## config.mk

```make
export PLATFORM = sky130hd
export DESIGN_NAME = i2s_multi_msb_receiver
export DESIGN_NICKNAME = d
export VERILOG_FILES = /design/src/rtl/i2s_multi_msb_receiver.sv
export SDC_FILE = /design/constraint.sdc
export NUM_CORES = 1
export LEC_CHECK = 0
export ABC_AREA = 1
export CORE_MARGIN = 1
export CORE_UTILIZATION = 30
export CTS_CLUSTER_DIAMETER = 30
export DETAILED_ROUTE_END_ITERATION = 10
export PLACE_DENSITY = 0.5
export SLEW_MARGIN = 20
export SYNTH_ARGS = -nofsm -noshare
export SYNTH_HDL_FRONTEND = slang
export SYNTH_SLANG_ARGS = --single-unit
```

## constraint.sdc

```tcl
create_clock -name clk_x4_i -period 10.1 [get_ports clk_x4_i]
set_input_delay 1.515 -clock clk_x4_i [delete_from_list [all_inputs] [get_ports clk_x4_i]]
set_output_delay 1.515 -clock clk_x4_i [all_outputs]
set_load 0.01 [all_outputs]
```

## src/rtl/i2s_multi_msb_receiver.sv

```systemverilog
// Multi-line I2S receiver: keeps the top SAMPLE_BITS of each slot and
// bursts them into a circular frame buffer, publishing only clean frames.
module i2s_multi_msb_receiver #(
   parameter int LINES         = 4,
   parameter int SAMPLE_BITS   = 24,
   parameter int SLOT_BITS     = 32,
   parameter int CIRC_BUF_BITS = 3
) (
   input  logic                   clk_x4_i,
   input  logic                   reset_n_i,
   input  logic                   i2s_running_i,
   input  logic                   i2s_bclk_i,
   input  logic                   i2s_lrclk_i,
   input  logic [LINES-1:0]       i2s_data_i,
   output logic [CIRC_BUF_BITS+$clog2(2*LINES)-1:0] ram_write_addr_o,
   output logic [SAMPLE_BITS-1:0] ram_write_data_o,
   output logic                   ram_write_en_o,
   output logic [CIRC_BUF_BITS-1:0] last_good_frame_idx_o,
   output logic                   frame_error_o
);

   localparam int CHW = $clog2(2*LINES);
   localparam int CW  = $clog2(SLOT_BITS+1);
   localparam int BCW = $clog2(LINES)+1;

   localparam logic [CW-1:0] SLOT_MAX  = CW'(SLOT_BITS);
   localparam logic [CW-1:0] SLOT_LAST = CW'(SLOT_BITS-1);
   localparam logic [CW-1:0] SAMP_LAST = CW'(SAMPLE_BITS);

   typedef enum logic [1:0] {
      IDLE,
      WAIT_SYNC,
      LEFT,
      RIGHT
   } state_t;

   state_t state_q, state_d;

   logic                     bclk_prev_q;
   logic                     lrclk_prev_q;
   logic [CW-1:0]            cnt_q, cnt_next;
   logic                     left_bad_q;
   logic [CIRC_BUF_BITS-1:0] frame_idx_q;
   logic [SAMPLE_BITS-2:0]   shift_q [LINES];
   logic [SAMPLE_BITS-1:0]   shift_d [LINES];
   logic [SAMPLE_BITS-1:0]   snap_q  [LINES];
   logic [SAMPLE_BITS-1:0]   burst_data;
   logic [BCW-1:0]           burst_cnt_q;
   logic                     burst_on_q;
   logic                     burst_right_q;

   logic bclk_edge, lr_change, lr_rise, lr_fall;
   logic in_slot, shift_en, capture, slot_ok;
   logic frame_end, frame_good;

   function automatic logic [CHW-1:0] chan_of(input int line,
                                              input logic right);
      return CHW'(2*line + int'(right));
   endfunction

   assign bclk_edge = i2s_bclk_i & ~bclk_prev_q;
   assign lr_change = bclk_edge & (i2s_lrclk_i ^ lrclk_prev_q);
   assign lr_rise   = lr_change & i2s_lrclk_i;
   assign lr_fall   = lr_change & ~i2s_lrclk_i;
   assign in_slot   = (state_q == LEFT) || (state_q == RIGHT);
   assign slot_ok   = (cnt_q == SLOT_LAST);

   always_comb begin
      if (lr_change)
         cnt_next = '0;
      else if (cnt_q == SLOT_MAX)
         cnt_next = cnt_q;
      else
         cnt_next = cnt_q + 1'b1;
   end

   // Count 0 is the lrclk change edge; the MSB arrives one edge later.
   assign shift_en = bclk_edge && in_slot && (cnt_next != '0)
                     && (cnt_next <= SAMP_LAST);
   assign capture  = shift_en && (cnt_next == SAMP_LAST) && i2s_running_i;

   assign frame_end  = (state_q == RIGHT) && lr_fall && i2s_running_i;
   assign frame_good = frame_end && !left_bad_q && slot_ok;

   always_comb begin
      for (int l = 0; l < LINES; l++)
         shift_d[l] = {shift_q[l], i2s_data_i[l]};
   end

   always_comb begin
      burst_data = '0;
      for (int l = 0; l < LINES; l++)
         if (burst_cnt_q == BCW'(l))
            burst_data = snap_q[l];
   end

   always_ff @(posedge clk_x4_i) begin
      if (!reset_n_i)
         state_q <= IDLE;
      else
         state_q <= state_d;
   end

   always_comb begin
      state_d = state_q;
      unique case (state_q)
         IDLE:      if (i2s_running_i) state_d = WAIT_SYNC;
         WAIT_SYNC: if (lr_fall) state_d = LEFT;
         LEFT:      if (lr_rise) state_d = RIGHT;
         RIGHT:     if (lr_fall) state_d = LEFT;
         default:   state_d = IDLE;
      endcase
      if (!i2s_running_i)
         state_d = IDLE;
   end

   always_ff @(posedge clk_x4_i) begin
      if (!reset_n_i) begin
         bclk_prev_q           <= 1'b0;
         lrclk_prev_q          <= 1'b0;
         cnt_q                 <= '0;
         left_bad_q            <= 1'b0;
         frame_idx_q           <= '0;
         burst_cnt_q           <= '0;
         burst_on_q            <= 1'b0;
         burst_right_q         <= 1'b0;
         ram_write_addr_o      <= '0;
         ram_write_data_o      <= '0;
         ram_write_en_o        <= 1'b0;
         last_good_frame_idx_o <= '0;
         frame_error_o         <= 1'b0;
         for (int l = 0; l < LINES; l++) begin
            shift_q[l] <= '0;
            snap_q[l]  <= '0;
         end
      end else begin
         bclk_prev_q    <= i2s_bclk_i;
         frame_error_o  <= 1'b0;
         ram_write_en_o <= 1'b0;

         if (bclk_edge) begin
            lrclk_prev_q <= i2s_lrclk_i;
            cnt_q        <= cnt_next;
         end

         if (shift_en)
            for (int l = 0; l < LINES; l++)
               shift_q[l] <= shift_d[l][SAMPLE_BITS-2:0];

         if ((state_q == LEFT) && lr_rise)
            left_bad_q <= !slot_ok;

         // A bad frame keeps its index so the next frame overwrites it.
         if (frame_end) begin
            if (frame_good) begin
               last_good_frame_idx_o <= frame_idx_q;
               frame_idx_q           <= frame_idx_q + 1'b1;
            end else begin
               frame_error_o <= 1'b1;
            end
         end

         if (!i2s_running_i) begin
            burst_on_q <= 1'b0;
         end else if (capture) begin
            for (int l = 0; l < LINES; l++)
               snap_q[l] <= shift_d[l];
            ram_write_en_o   <= 1'b1;
            ram_write_addr_o <= {frame_idx_q,
                                 chan_of(0, state_q == RIGHT)};
            ram_write_data_o <= shift_d[0];
            burst_cnt_q      <= BCW'(1);
            burst_on_q       <= (LINES > 1);
            burst_right_q    <= (state_q == RIGHT);
         end else if (burst_on_q) begin
            ram_write_en_o   <= 1'b1;
            ram_write_addr_o <= {frame_idx_q,
                                 chan_of(int'(burst_cnt_q),
                                         burst_right_q)};
            ram_write_data_o <= burst_data;
            burst_cnt_q      <= burst_cnt_q + 1'b1;
            burst_on_q       <= (burst_cnt_q != BCW'(LINES-1));
         end
      end
   end

endmodule

```

* Word level (Yosys, flattened, before mapping) *
Memories as Yosys holds them, arrays and structs flattened.
Index checks and enable logic that the tools add are counted.

word-level totals
  register bits after elaboration = 54
  bits in writable memories = 188
  input bits = 9
  output and inout port bits = 35
  logic and storage cells = 108
  memories = 2

memories
  name     depth  bits a word  read ports  clocked after Yosys merged registers in  write ports  line  source
  snap_q   4      24           4           0                                        4            46    logic [SAMPLE_BITS-1:0] snap_q [LINES];
  shift_q  4      23           4           0                                        4            44    logic [SAMPLE_BITS-2:0] shift_q [LINES];

cells by class
  add/subtract/negate cells = 4
  magnitude comparators = 1
  equality and inequality tests = 12
  multiplexer cells = 36
  bitwise logic cells = 15
  reduce and logical (&&, ||, !) cells = 24

operators with widths
  cell                                                   number
  two-way mux 24 bit                                     10
  two-way mux 23 bit                                     4
  two-way mux 6 bit                                      4
  two-way mux 1 bit                                      13
  == test 6 x 5 -> 1 bit, second input constant          2
  AND reduction 2 bit                                    6
  logical AND 1 bit                                      10
  bitwise OR 1 bit                                       8
  adder 3 x 1 -> 3 bit, second input constant            2
  adder 6 x 1 -> 6 bit, second input constant            1
  == test 3 x 2 -> 1 bit, second input constant          2
  == test 6 bit, second input constant                   1
  <= comparator 6 x 5 -> 1 bit, second input constant    1
  two-way mux 3 bit                                      2
  case mux 2 bit (3 select lines)                        1
  nonzero test 6 bit                                     1
  AND 1 bit                                              4
  == test 2 bit, second input constant                   2
  two-way mux 2 bit                                      2
  adder 3 x 1 -> 3 bit                                   1
  == test 3 x 1 -> 1 bit, second input constant          1
  logical NOT 3 bit                                      1
  inequality test 3 x 2 -> 1 bit, second input constant  1
  == test 2 x 1 -> 1 bit, second input constant          1
  other kinds (9)                                        11

* Logic depth before layout (Yosys ltp) *
Gate-level depths: netlist of the first run.

  depth after elaboration = 14
  depth in mapped cells = 14

* Worst setup path before layout of the first run *
OpenSTA, ideal clock, no wires.

  kind = input to register
  from = input i2s_lrclk_i
  to = memory shift_q[0][0] in the netlist's numbering, enable pin
  library setup time = 0.669 ns
  arrival = 8.685 ns
  required time = 9.431 ns
  slack = 0.745 ns
  cell stages on the path = 9
  path through = nand2_1 -> inv_2 -> nor2_2 -> nand2_4 -> nand3_2 -> nand2_2 -> nor2_4 -> o21ai_0 -> o21ai_0

RTL lines
  item             line  source
  start, declared  13    input logic i2s_lrclk_i,
  end, declared    44

==> results.md, run 1 <==
- YS warnings: 0
- # diodes: 0
- CP dominant cell by count: nand2_4
- Slack of the worst reg-to-reg path: 6480 ps
- Gp weighted congestion: 0.7840
- Ys async rst share: 0
- Min-delay src: frame_idx_q[2]
- CTS tree: built
- Critical path cell sequence: clkdlybuf4s50_1, inv_1, nor2_4, nand2_4, nand3_4, nand2_1, nor2_2, nand4_4, nand2_4, buf_4
- Routed WL per cell: 13.64 um
- Root buf cell: clkbuf_16
- Final setup TNS: 0 ps
- Filler Cell Count: 3401
- Kind of end point of the critical path: flip-flop
- Synthesized Nets: 1070
- Most common library cells after synthesis: nor2_1 (216), edfxtp_1 (188), nand2_1 (150)
- Crit-path max FO: 66
- Initial antenna violation count: 0
- Status: completed
- Met2 Usage GRT: 0.1969
- Final Non-Filler Cells: 1570
- Final setup fails: 0
- Clock Path Buffers: 3
- Crit-path leading delay family: simple AND/OR/NAND/NOR gates
- DIE WIDTH: 187.8 um
- Post-DP HPWL: 12320 um
- Die ar.: 35280 um2
- Largest net degree at the start of global routing: 93
- GR Util met1: 0.1739
- Vias in the first global route: 6876
- Final count of hold timing violations: 0
- I/O Buffers: 43
- Power Dens Cells: 205.8 nW/um2
- Total wire length: 21410 um
- Worst clock skew: 25.65 ps
- Final instance area: 12570 um2
- Antenna violation net count after detailed routing: 0
- CP max stage delay: 760 ps
- Reported leakage power: 5.039 nW
- Max_slew headroom: 0.2646
- Post-synthesis sequential area ratio: 0.6492
- GRT overflow: 0
- Ports: 44
- Total power: 2.587 mW
- Distinct cells, synth: 30
- Period Utilization, post-route: 0.4707
- Initial Util: 0.3067
- Post-CTS setup buffer count: 0
- Cell area after synthesis: 10360 um2
- Main synth FF type: edfxtp_1
- Worst-Margin Slew: 1103 ps
- Rows: 67
- TritonCTS buffer count: 44
- P&R area growth vs syn: 21.30%
- Worst VDD drop: 0.1406 mV
- RSZ-0062 raised after global routing: no
- Fin util: 0.3720
- First-pass GRT wire length: 36010 um
- Worst Hold Path EP: ram_write_addr_o[5]
- Reg area: 6726 um2
- EDFF count, synth: 188
- Min-Delay Path Depth: 2
- Clock-pin slew on the worst setup and hold paths: 50 ps
- Clock Sinks: 242
- Vias per inst: 4.428
- GR Util met3: 0.02302
- Fin worst setup slack: 5346 ps
- Critical path required time: 10240 ps
- Clk_lat worst skew: 530 ps
- Worst Path Buf+Inv: 3
- Count leader, synth: nor2_1
- Post-CTS Hold Fix Bufs: 0
- Synth area leaders: edfxtp_1 (54%), dfxtp_1 (10%), nor2_1 (7.8%)
- Nets@finish: 1103
- Critical Path Slowest Stage Cell: buf_4
- Pre-CTS setup slack: 4757 ps
- Syn Area/Cell: 9.840 um2
- Post-Syn Instances: 1053
- Type of the worst min-delay path: reg2reg
- Die height: 187.8 um
- Worst r2r dst: snap_q[1][13]
- DRT iter0 DRCs: 418
- Core Area: 33780 um2
- Placed Cells: 1488
- Post-synth top area share: 0.5449
- DR DRC count: 0
- WS Path Type: in2reg
- Multi-input logic area: 2860 um2
- Router iterations before antenna repair: 4
- Yosys top cell by area: edfxtp_1
- Hold WS: 445.5 ps
- Synthesized flop and latch total: 242
- H-tree Lvls: 2
- Worst reg2reg path startpoint: cnt_q[0]
- Fin crit period: 4754 ps
- Routed vias: 6952
- Share of cells above drive strength 1: 0.09982
- Placed cell area: 11120 um2
- CP arrival: 4890 ps
- Worst-case reg-to-reg path depth: 10
- # Max-Cap Violations: 0
- Gr busiest metal: met2
- FMAX: 210.4 MHz
- Count of final max-slew check failures: 0
- GR Util All Layers: 0.1255
- Post_cts resized: 0
- Startpoint types: input pin
==> worst max path at each step <==
| stage | from | endpoint | slack (ps) | depth (start not counted) |
|---|---|---|---|---|
| 2_1_floorplan | i2s_lrclk_i | shift_q[0][0] | 750 | 9 |
| 3_3_place_gp | i2s_bclk_i | snap_q[2][0] | 4830 | 10 |
| 3_5_place_dp | i2s_bclk_i | snap_q[3][1] | 4760 | 10 |
| 4_1_cts | i2s_bclk_i | snap_q[0][2] | 5300 | 10 |
| 5_1_grt | i2s_bclk_i | snap_q[3][13] | 5000 | 10 |
| 6_report | i2s_bclk_i | snap_q[1][13] | 5350 | 10 |
==> metal layers <==
layer	vias up	routed length [um]
met1	3263	10570
met5	-	0
met2	111	9582
li1	3544	-
met4	0	443
met3	34	818
==> logic make-up (layout without fill, tap and decap cells) <==
logic type      Yosys count  after routing  synth area share
flops                   242            242            0.6492
xor+xnor                  2              2          0.001691
fa+ha+maj                 8              8          0.009661
simple gates            504            504            0.2128
compound gates           99             99           0.04830
buf+inv                 198            267           0.07837
==> tightest hold or removal path: cells and delay by family, from the launching register on <==
kind,cells,cell delay [ps]
flops,1,320
simple gates,2,90
==> report_power, final <==
part           leakage (nW)  switching (mW)  internal, mW
logic                  1.98          0.0519        0.0189
registers              2.38          0.0111          1.10
clock network         0.683           0.516         0.889
total                  5.04           0.579          2.01
==> flip-flops by register name, summed over array words and instances (netlist names), 2 cells and up <==
| signal | count |
|---|---|
| frame_idx_q | 3 |
| burst_cnt_q | 3 |
| state_q | 2 |
| shift_q | 92 |
| ram_write_data_o | 24 |
| snap_q | 96 |
| cnt_q | 6 |
| last_good_frame_idx_o | 3 |
| ram_write_addr_o | 6 |
==> cell type report <==
class                   instances  area share
clock inverters                31     0.02240
repair buffers                 49     0.03743
inverters                     136     0.04062
well taps                     448     0.04460
multi-input cells             613      0.2276
clock buffers                  51     0.09219
flip-flops and latches        242      0.5352
==> placed cells by master (no fill, tap or decap), types with 6 or more instances in the layout <==
cell	instances
nand3_1	79
inv_2	7
dfxtp_1	54
a21oi_1	17
ha_1	7
inv_1	129
clkbuf_16	45
edfxtp_1	188
inv_6	9
buf_4	6
clkinvlp_4	8
nor2_1	216
nand2_1	148
nand4_1	36
clkdlybuf4s50_1	42
o21ai_0	79
Note: power is estimated with default switching activity, not from simulation.
==> inputs of run 2 (changes only) <==
clock period = 4.5 ns   (was 10.1 ns; I/O delays follow)
==> run 2 against run 1 <==
  * Power is 130% higher
  * Critical path depth rose by 3
  * Sequential share of layout area shrank 0.80 points
  * Largest power group unchanged
  * Largest cell class unchanged
  * Critical endpoint is now shift_q[3][15]
  * Global-route usage grew 0.23 points
==> results.md, run 2 (synthesized netlist as in run 1, its figures left out) <==
- Min-Delay Path Depth: 2
- CTS tree: built
- RSZ-0062 raised after global routing: no
- Post-CTS setup buffer count: 0
- Vias per inst: 4.446
- I/O Buffers: 43
- Post-CTS Hold Fix Bufs: 0
- Worst r2r dst: shift_q[3][15]
- DRT iter0 DRCs: 441
- Hold WS: 442.8 ps
- Top reg by flops: snap_q
- Power Dens Cells: 466.5 nW/um2
- TritonCTS buffer count: 45
- Routed WL per cell: 13.78 um
- Root buf cell: clkbuf_16
- Router iterations before antenna repair: 5
- Initial antenna violation count: 0
- Slack of the worst reg-to-reg path: 1760 ps
- Vias in the first global route: 6868
- Worst VDD drop: 0.2401 mV
- Clk_lat worst skew: 530 ps
- DIE WIDTH: 187.8 um
- Final setup fails: 0
- Gr busiest metal: met2
- FMAX: 339.6 MHz
- Initial Util: 0.3067
- P&R area growth vs syn: 23.14%
- Clock-pin slew on the worst setup and hold paths: 50 ps
- Die height: 187.8 um
- H-tree Lvls: 2
- Count of final max-slew check failures: 0
- Worst-Margin Slew: 1073 ps
- Status: completed
- First-pass GRT wire length: 36450 um
- Core Area: 33780 um2
- # Max-Cap Violations: 0
- Routed vias: 7029
- Kind of end point of the critical path: flip-flop
- Worst clock skew: 13.40 ps
- Reported leakage power: 5.159 nW
- Final setup TNS: 0 ps
- Crit-path max FO: 56
- Worst-case reg-to-reg path depth: 10
- Largest net degree at the start of global routing: 91
- Worst Hold Path EP: ram_write_addr_o[5]
- Met2 Usage GRT: 0.1983
- Nets@finish: 1114
- Post-DP HPWL: 13000 um
- Gp weighted congestion: 0.7498
- Critical path required time: 4760 ps
- Type of the worst min-delay path: reg2reg
- WS Path Type: in2reg
- Die ar.: 35280 um2
- Max_slew headroom: 0.2848
- Final count of hold timing violations: 0
- Largest register FFs: 96
- GR Util met1: 0.1758
- Clock Path Buffers: 3
- Period Utilization, post-route: 0.6543
- Clock Sinks: 242
- Fin worst setup slack: 1555 ps
- GR Util All Layers: 0.1278
- Total wire length: 21790 um
- Commonest non-fill, non-tap cell in the layout: nor2_1
- Post_cts resized: 0
- Pre-CTS setup slack: 974.6 ps
- Share of cells above drive strength 1: 0.1050
- GR Util met3: 0.02489
- Min-delay src: frame_idx_q[2]
- # diodes: 0
- Filler Cell Count: 3319
- Startpoint types: input pin
- Antenna violation net count after detailed routing: 0
- Rows: 67
- Fin crit period: 2945 ps
- CP arrival: 3210 ps
- DR DRC count: 0
- GRT overflow: 0
- Regs by FF count: snap_q (96), shift_q (92), ram_write_data_o (24)
- Most frequent cells in the layout: nor2_1 (216), edfxtp_1 (188), nand2_1 (148)
- Ports: 44
- Worst reg2reg path startpoint: cnt_q[0]
==> run 2: changes by cell type in the layout (fill, tap and decap cells not counted), sizes merged <==
cell      delta
clkinv       +6
clkbuf       +4
bufinv       +2
inv          -9
clkinvlp     -2
buf         +10
==> run 2: critical path, cell delays in order <==
cell	delay [ps]
clkdlybuf4s50_1	470
inv_1	70
nor2_4	280
nand2_4	150
nand3_2	130
inv_2	50
nor2_4	150
nand3_2	160
nand2_1	160
nor2_1	80
nand2_4	390
buf_12	320
nor2_1	80
==> run 2: through the flow <==
stage	cells	util	power [mW]	instance area [um2]
after floorplan	1053	-	2.654	10360
after global placement	1498	0.3331	2.704	11250
after detailed placement	1498	0.3331	2.705	11250
after CTS	1581	0.3777	6.020	12760
after global routing	1581	0.3777	6.163	12760
final	1581	0.3777	5.952	12760
==> run 2: power breakdown <==
part	switching (mW)	internal, mW	leakage (nW)
clock network	1.12	2.17	0.724
registers	0.0243	2.47	2.38
logic	0.118	0.0479	2.06
==> run 2: final cells by class <==
type / count / area (um2) / share of cell area
flip-flops and latches: 242 / 6726 / 0.5272
inverters: 136 / 510.5 / 0.04001
clock buffers: 55 / 1226 / 0.09611
clock inverters: 28 / 277.8 / 0.02177
well taps: 448 / 560.5 / 0.04393
repair buffers: 59 / 608.1 / 0.04766
multi-input cells: 613 / 2849 / 0.2233
==> run 2: metal layers <==
layer	part of all wire	up-vias	wire length, um
li1	-	3563	-
met3	0.040	41	871
met2	0.44	143	9523
met5	0	-	0
met1	0.50	3282	10820
met4	0.026	0	577
==> run 2: worst max-delay path by stage <==
stage | cells past startpoint | end | startpoint | slack [ps]
2_1_floorplan | 9 | shift_q[0][0] | i2s_lrclk_i | 210
3_3_place_gp | 10 | snap_q[2][0] | i2s_bclk_i | 990
3_5_place_dp | 13 | shift_q[2][7] | i2s_bclk_i | 970
4_1_cts | 13 | shift_q[3][15] | i2s_bclk_i | 1530
5_1_grt | 13 | shift_q[3][15] | i2s_bclk_i | 1310
6_report | 13 | shift_q[3][15] | i2s_bclk_i | 1560
